[src/rtl/divui_iter_pkg.sv]
// Shared definitions for the iterative unsigned divider family:
// controller state encoding and counter sizing.
package divui_iter_pkg;

    // Controller states: waiting for operands, iterating, holding the result.
    typedef enum logic [1:0] {
        IDLE = 2'd0,
        BUSY = 2'd1,
        DONE = 2'd2
    } state_e;

    // Bits needed to count DATA_TYPE-1 down to 0 (never less than one bit).
    function automatic int clog2(input int value);
        int width;
        width = 1;
        for (int i = 0; i < 31; i++) begin
            if ((1 << i) < value) begin
                width = i + 1;
            end
        end
        return width;
    endfunction

endpackage : divui_iter_pkg

[src/rtl/divui_iter_step.sv]
// One restoring-division step: shift {rem, quo} left by one, try to
// subtract the divisor, keep the difference and set the new quotient bit
// when it did not go negative. Purely combinational so it can be chained
// for an unrolled or pipelined divider.
module divui_iter_step #(
    parameter int DATA_TYPE = 32
) (
    input  logic [DATA_TYPE:0]   i_rem,
    input  logic [DATA_TYPE-1:0] i_quo,
    input  logic [DATA_TYPE-1:0] i_divisor,
    output logic [DATA_TYPE:0]   o_rem,
    output logic [DATA_TYPE-1:0] o_quo
);

    // Partial remainder after shifting in the next dividend bit. One extra
    // top bit keeps the subtraction sign-exact; it is always zero because
    // the incoming remainder is smaller than the divisor.
    logic [DATA_TYPE+1:0] w_shift;
    logic [DATA_TYPE+1:0] w_trial;
    logic                 w_negative;

    assign w_shift    = {i_rem, i_quo[DATA_TYPE-1]};
    assign w_trial    = w_shift - {2'b00, i_divisor};
    assign w_negative = w_trial[DATA_TYPE+1];

    assign o_rem = w_negative ? w_shift[DATA_TYPE:0] : w_trial[DATA_TYPE:0];
    assign o_quo = {i_quo[DATA_TYPE-2:0], ~w_negative};

endmodule : divui_iter_step

[src/rtl/divui_iter.sv]
// Iterative unsigned divider: joins a dividend and a divisor stream,
// produces one quotient bit per cycle with restoring division and holds
// floor(lhs/rhs) until the consumer takes it. One operation in flight.
// A zero divisor needs no special case: every trial subtraction succeeds
// and the quotient comes out all ones with the normal latency.
module divui_iter
    import divui_iter_pkg::*;
#(
    parameter int DATA_TYPE = 32
) (
    input  logic                 clk,
    input  logic                 rst,
    input  logic [DATA_TYPE-1:0] lhs,
    input  logic                 lhs_valid,
    output logic                 lhs_ready,
    input  logic [DATA_TYPE-1:0] rhs,
    input  logic                 rhs_valid,
    output logic                 rhs_ready,
    output logic [DATA_TYPE-1:0] result,
    output logic                 result_valid,
    input  logic                 result_ready
);

    localparam int                CNT_W    = clog2(DATA_TYPE);
    localparam logic [CNT_W-1:0]  CNT_LAST = CNT_W'(DATA_TYPE - 1);

    state_e                 r_state;
    state_e                 w_next_state;
    logic [CNT_W-1:0]       r_count;
    logic [DATA_TYPE:0]     r_rem;
    logic [DATA_TYPE-1:0]   r_quo;
    logic [DATA_TYPE-1:0]   r_divisor;
    logic [DATA_TYPE-1:0]   r_result;

    logic [DATA_TYPE:0]     w_step_rem;
    logic [DATA_TYPE-1:0]   w_step_quo;
    logic                   w_idle;
    logic                   w_accept;
    logic                   w_last;

    assign w_idle   = (r_state == IDLE);
    assign w_accept = w_idle & lhs_valid & rhs_valid;
    assign w_last   = (r_count == '0);

    // Join: each side is only offered ready when the other side is valid,
    // so neither operand can be consumed on its own.
    assign lhs_ready = w_idle & rhs_valid;
    assign rhs_ready = w_idle & lhs_valid;

    // Result and its valid come straight from registers.
    assign result       = r_result;
    assign result_valid = (r_state == DONE);

    divui_iter_step #(
        .DATA_TYPE (DATA_TYPE)
    ) u_step (
        .i_rem     (r_rem),
        .i_quo     (r_quo),
        .i_divisor (r_divisor),
        .o_rem     (w_step_rem),
        .o_quo     (w_step_quo)
    );

    // State register; reset drops any operation in flight.
    // NOTE: clocked state uses non-blocking (<=) so every register samples
    // pre-edge values; blocking here would create order-dependent races.
    always_ff @(posedge clk) begin
        if (rst) begin
            r_state <= IDLE;
        end else begin
            r_state <= w_next_state;
        end
    end

    // Next-state decode.
    // NOTE: the default assignment before the case guarantees every path
    // drives w_next_state, so no latch is inferred.
    always_comb begin
        w_next_state = r_state;
        case (r_state)
            IDLE: if (w_accept)     w_next_state = BUSY;
            BUSY: if (w_last)       w_next_state = DONE;
            DONE: if (result_ready) w_next_state = IDLE;
            default:                w_next_state = IDLE;
        endcase
    end

    // Datapath: capture operands, iterate one quotient bit per cycle,
    // latch the finished quotient into the result register.
    always_ff @(posedge clk) begin
        if (rst) begin
            r_count   <= '0;
            r_rem     <= '0;
            r_quo     <= '0;
            r_divisor <= '0;
            r_result  <= '0;
        end else begin
            case (r_state)
                IDLE: begin
                    if (w_accept) begin
                        r_quo     <= lhs;
                        r_divisor <= rhs;
                        r_rem     <= '0;
                        r_count   <= CNT_LAST;
                    end
                end
                BUSY: begin
                    r_rem <= w_step_rem;
                    r_quo <= w_step_quo;
                    if (w_last) begin
                        r_result <= w_step_quo;
                    end else begin
                        r_count <= r_count - CNT_W'(1);
                    end
                end
                default: begin
                end
            endcase
        end
    end

endmodule : divui_iter
[config.mk]
export PLATFORM = sky130hd
export DESIGN_NAME = divui_iter
export DESIGN_NICKNAME = d
export VERILOG_FILES = /design/src/rtl/divui_iter_pkg.sv /design/src/rtl/divui_iter_step.sv /design/src/rtl/divui_iter.sv
export SDC_FILE = /design/constraint.sdc
export NUM_CORES = 1
export LEC_CHECK = 0
export ABC_CLOCK_PERIOD_IN_PS = 8700
export CORE_MARGIN = 2
export CORE_UTILIZATION = 30
export CTS_CLUSTER_SIZE = 24
export DETAILED_ROUTE_END_ITERATION = 12
export SETUP_SLACK_MARGIN = 0.5
export SLEW_MARGIN = 10
export SYNTH_ARGS = -nofsm -noshare
export SYNTH_HDL_FRONTEND = slang
export SYNTH_SLANG_ARGS = --single-unit
[constraint.sdc]
create_clock -name clk -period 8.7 [get_ports clk]
set_clock_uncertainty 0.15 [all_clocks]
set_input_delay 1.74 -clock clk [delete_from_list [all_inputs] [get_ports clk]]
set_output_delay 1.74 -clock clk [all_outputs]
set_load 0.005 [all_outputs]
==> impl_metrics.csv <==
group,metric,value,unit
worst_setup_path,r2r_slack,5.38,ns
timing,rsz0062_at_grt,"no",
synthesis,synth_flop_cell,"dfxtp_1",
synthesis,synth_compound_area_frac,0.234,
clock_tree,cts_tree,"built",
synthesis,synth_nets,983,
global_routing,grt_remaining_overflow,0,
worst_setup_path,cp.required,6.81,ns
worst_hold_path,min_path_type,"register to register",
synthesis,syn_area,6920,um2
timing,period_needed,4.96,ns
worst_setup_path,path_cells,"clkdlybuf4s50_1 > nor3b_1 > clkdlybuf4s50_1",
power_and_ir_drop,p_per_area,395,nW/um2
clock_tree,cts-resized-gates,0,
synthesis,yosysMostFrequentCell,"nand2_1",
power_and_ir_drop,netSwitchingPower,1480,uW
global_routing,grt_max_degree,72,
routing,drt_pass1_iterations,5,
die,pin_count,104,
die,row_count,55,
global_routing,grt_pass1_vias,5958,
clock_tree,holdBufCountCts,0,
power_and_ir_drop,internal-power,1970,uW
worst_setup_path,crit_top_cell,"clkdlybuf4s50_1",
job,drv_cap,0,
routing,drt_iter0_markers,253,
die,die_h,156,um
layout,diodes,0,
power_and_ir_drop,p_leak,0.00321,uW
synthesis,yosys_warnings,0,
worst_setup_path,cp_slowest_cell,"clkdlybuf4s50_1",
power_and_ir_drop,pwr-share-seq,0.216,
clock_tree,cts_sinks,136,
placement,post-dp-hpwl,12000,um
timing,maxSlewHeadroom,0.308,
clock_tree,clkSlewWorstSetupHoldPaths,0.06,ns
synthesis,synth_fa_ha_area_frac,0.0644,
power_and_ir_drop,swShare,0.428,
synthesis,synth_common_cells,"nand2_1 (213), dfxtp_1 (136), a21oi_1 (131)",
synthesis,synth-simple-area-share,0.171,
placement,gp_congestion,0.810,
clock_tree,cts_buffer_depth,2,
synthesis,async_reset_ff_frac,0,
synthesis,syn_inst,879,
clock_tree,post_cts_buffers,0,
synthesis,synth-seq-area-share,0.394,
synthesis,synth_xor_area_frac,0.0470,
timing,setup_viol,0,
routing,vias_per_cell,4.94,
worst_setup_path,arrival,3.07,ns
routing,avgRoutedWirePerCell,14.2,um
die,coreArea,22600,um2
routing,postRouteAntennaNets,0,
global_routing,antenna_found_initial,0,
timing,drv_slew,0,
timing,max_freq,202,MHz
routing,num_vias,6178,
worst_setup_path,end_kind,"output port",
global_routing,grt_pass1_wl,29200,um
power_and_ir_drop,clkPwrFrac,0.208,
worst_setup_path,cp_max_fo,3,
power_and_ir_drop,ir_drop,308,uV
layout,nets,1057,
die,start_util,0.305,
clock_tree,insertion_delay,0.42,ns
synthesis,synth.top_cells.by_area,"dfxtp_1 (39%), nand2_1 (12%), a21oi_1 (9.5%)",
clock_tree,cts_buffers,17,
synthesis,synth-edff-count,0,
layout,nFillCells,2309,
placement,port_buffers,103,
run_status,status,"finished, final reports clean",
worst_setup_path,path_class,"input port to output port",
timing,fin_tns_setup,0,ns
synthesis,synth_cell_types,53,
synthesis,synth_top_family_by_area,"compound AO/OA/AOI/OAI gates",
die,die_area,24300,um2
layout,drive_above_1_share,0.0569,
synthesis,synth_top_area_frac,0.394,
layout,synthToLayoutAreaGrowth,26.3,%
timing,whs,0.303,ns
synthesis,synth_top_cell_by_area,"dfxtp_1",
power_and_ir_drop,power,3450,uW
timing,worst_pin_slew,1.04,ns
clock_tree,root_buffer,"clkbuf_16",
worst_setup_path,start_kind,"input port",
routing,drcViolationCount,0,
power_and_ir_drop,pwr-share-comb,0.576,
synthesis,synth_seq_cells,136,
die,die_w,156,um
synthesis,synth_area_per_cell,7.87,um2
clock_tree,htreeDepth,4,
timing,fin_crit_sh,0.570,
synthesis,synth_mux_area_frac,0.0362,
worst_setup_path,slowest_delay,0.57,ns
timing,finalHoldViolations,0,
routing,wirelength,17800,um
global_routing,grt_usage,0.148,
==> cell type report <==
class	count	area (um2)	share of cell area
multi-input cells	647	3830	0.438
flip-flops and latches	136	2720	0.312
repair buffers	112	1100	0.125
clock buffers	19	453	0.0518
well taps	285	357	0.0408
inverters	39	146	0.0168
clock inverters	13	134	0.0153
==> cells in the final DEF (no fill, tap or decap), types with 4 or more instances in the layout <==
| cell type | n |
|---|---|
| nand4_1 | 9 |
| a21oi_1 | 131 |
| xor2_1 | 18 |
| nand3_1 | 9 |
| inv_1 | 39 |
| nand2b_1 | 7 |
| o211ai_1 | 6 |
| dfxtp_1 | 136 |
| buf_4 | 10 |
| o21ai_1 | 24 |
| xnor2_1 | 16 |
| clkdlybuf4s50_1 | 102 |
| nor3_1 | 8 |
| nand2_1 | 213 |
| mux2i_1 | 25 |
| ha_1 | 34 |
| a31oi_1 | 5 |
| inv_6 | 4 |
| a32oi_1 | 7 |
| o21ai_0 | 21 |
| clkbuf_16 | 17 |
| a21o_1 | 12 |
| nor2_1 | 24 |
| a22oi_1 | 31 |
==> path summary, 6_finish.rpt <==
kind                 startpoint            end  cells after the start
setup reg to reg   r_divisor[4]       r_rem[9]                     12
hold / removal    r_divisor[31]  r_divisor[31]                      2
hold reg to reg   r_divisor[31]  r_divisor[31]                      2
setup / recovery      rhs_valid      lhs_ready                      3
==> through the flow <==
step	cell area, um2	setup WS (ns)	std cells	utilization
floorplan	6920	4.78	879	-
global placement	8150	3.78	1219	0.360
detailed placement	8150	3.76	1219	0.360
CTS	8740	3.74	1251	0.386
global route	8740	3.65	1251	0.386
finish	8740	3.74	1251	0.386
==> cell families after synthesis <==
group,count (synthesis)
buffers and inverters,96
adder cells (fa/ha/maj),35
XOR/XNOR,35
flip-flops,136
AO/OA/AOI/OAI,266
AND/OR/NAND/NOR,286
multiplexers,25
==> worst max-delay path, delay by kind of cell <==
kind / cells / cell delay, ns
buffers and inverters: 2 / 1.02
and+or+nand+nor: 1 / 0.30
==> power groups by stage <==
stage | Clock (uW) | Sequential (uW) | Combinational, uW
4_1_cts | 734 | 745 | 2000
2_1_floorplan | 0 | 740 | 1650
3_5_place_dp | 0 | 757 | 1990
3_3_place_gp | 0 | 756 | 1980
5_1_grt | 762 | 753 | 2200
6_report | 716 | 745 | 1990
==> routing by layer <==
layer,routed length (um),share of wire,track usage,vias up
li1,-,-,-,3185
met1,8690,0.49,0.195,2855
met2,7820,0.44,0.230,128
met3,1120,0.063,0.0528,10
met4,126,0.0071,0.0393,0
met5,0,0,0,-
==> state kept, by name (all words and copies together), names as in the netlist <==
name	flops
r_quo	32
r_count	5
r_rem	33
r_divisor	32
result	32
r_state	2
Power figures use the tool's default switching activity.
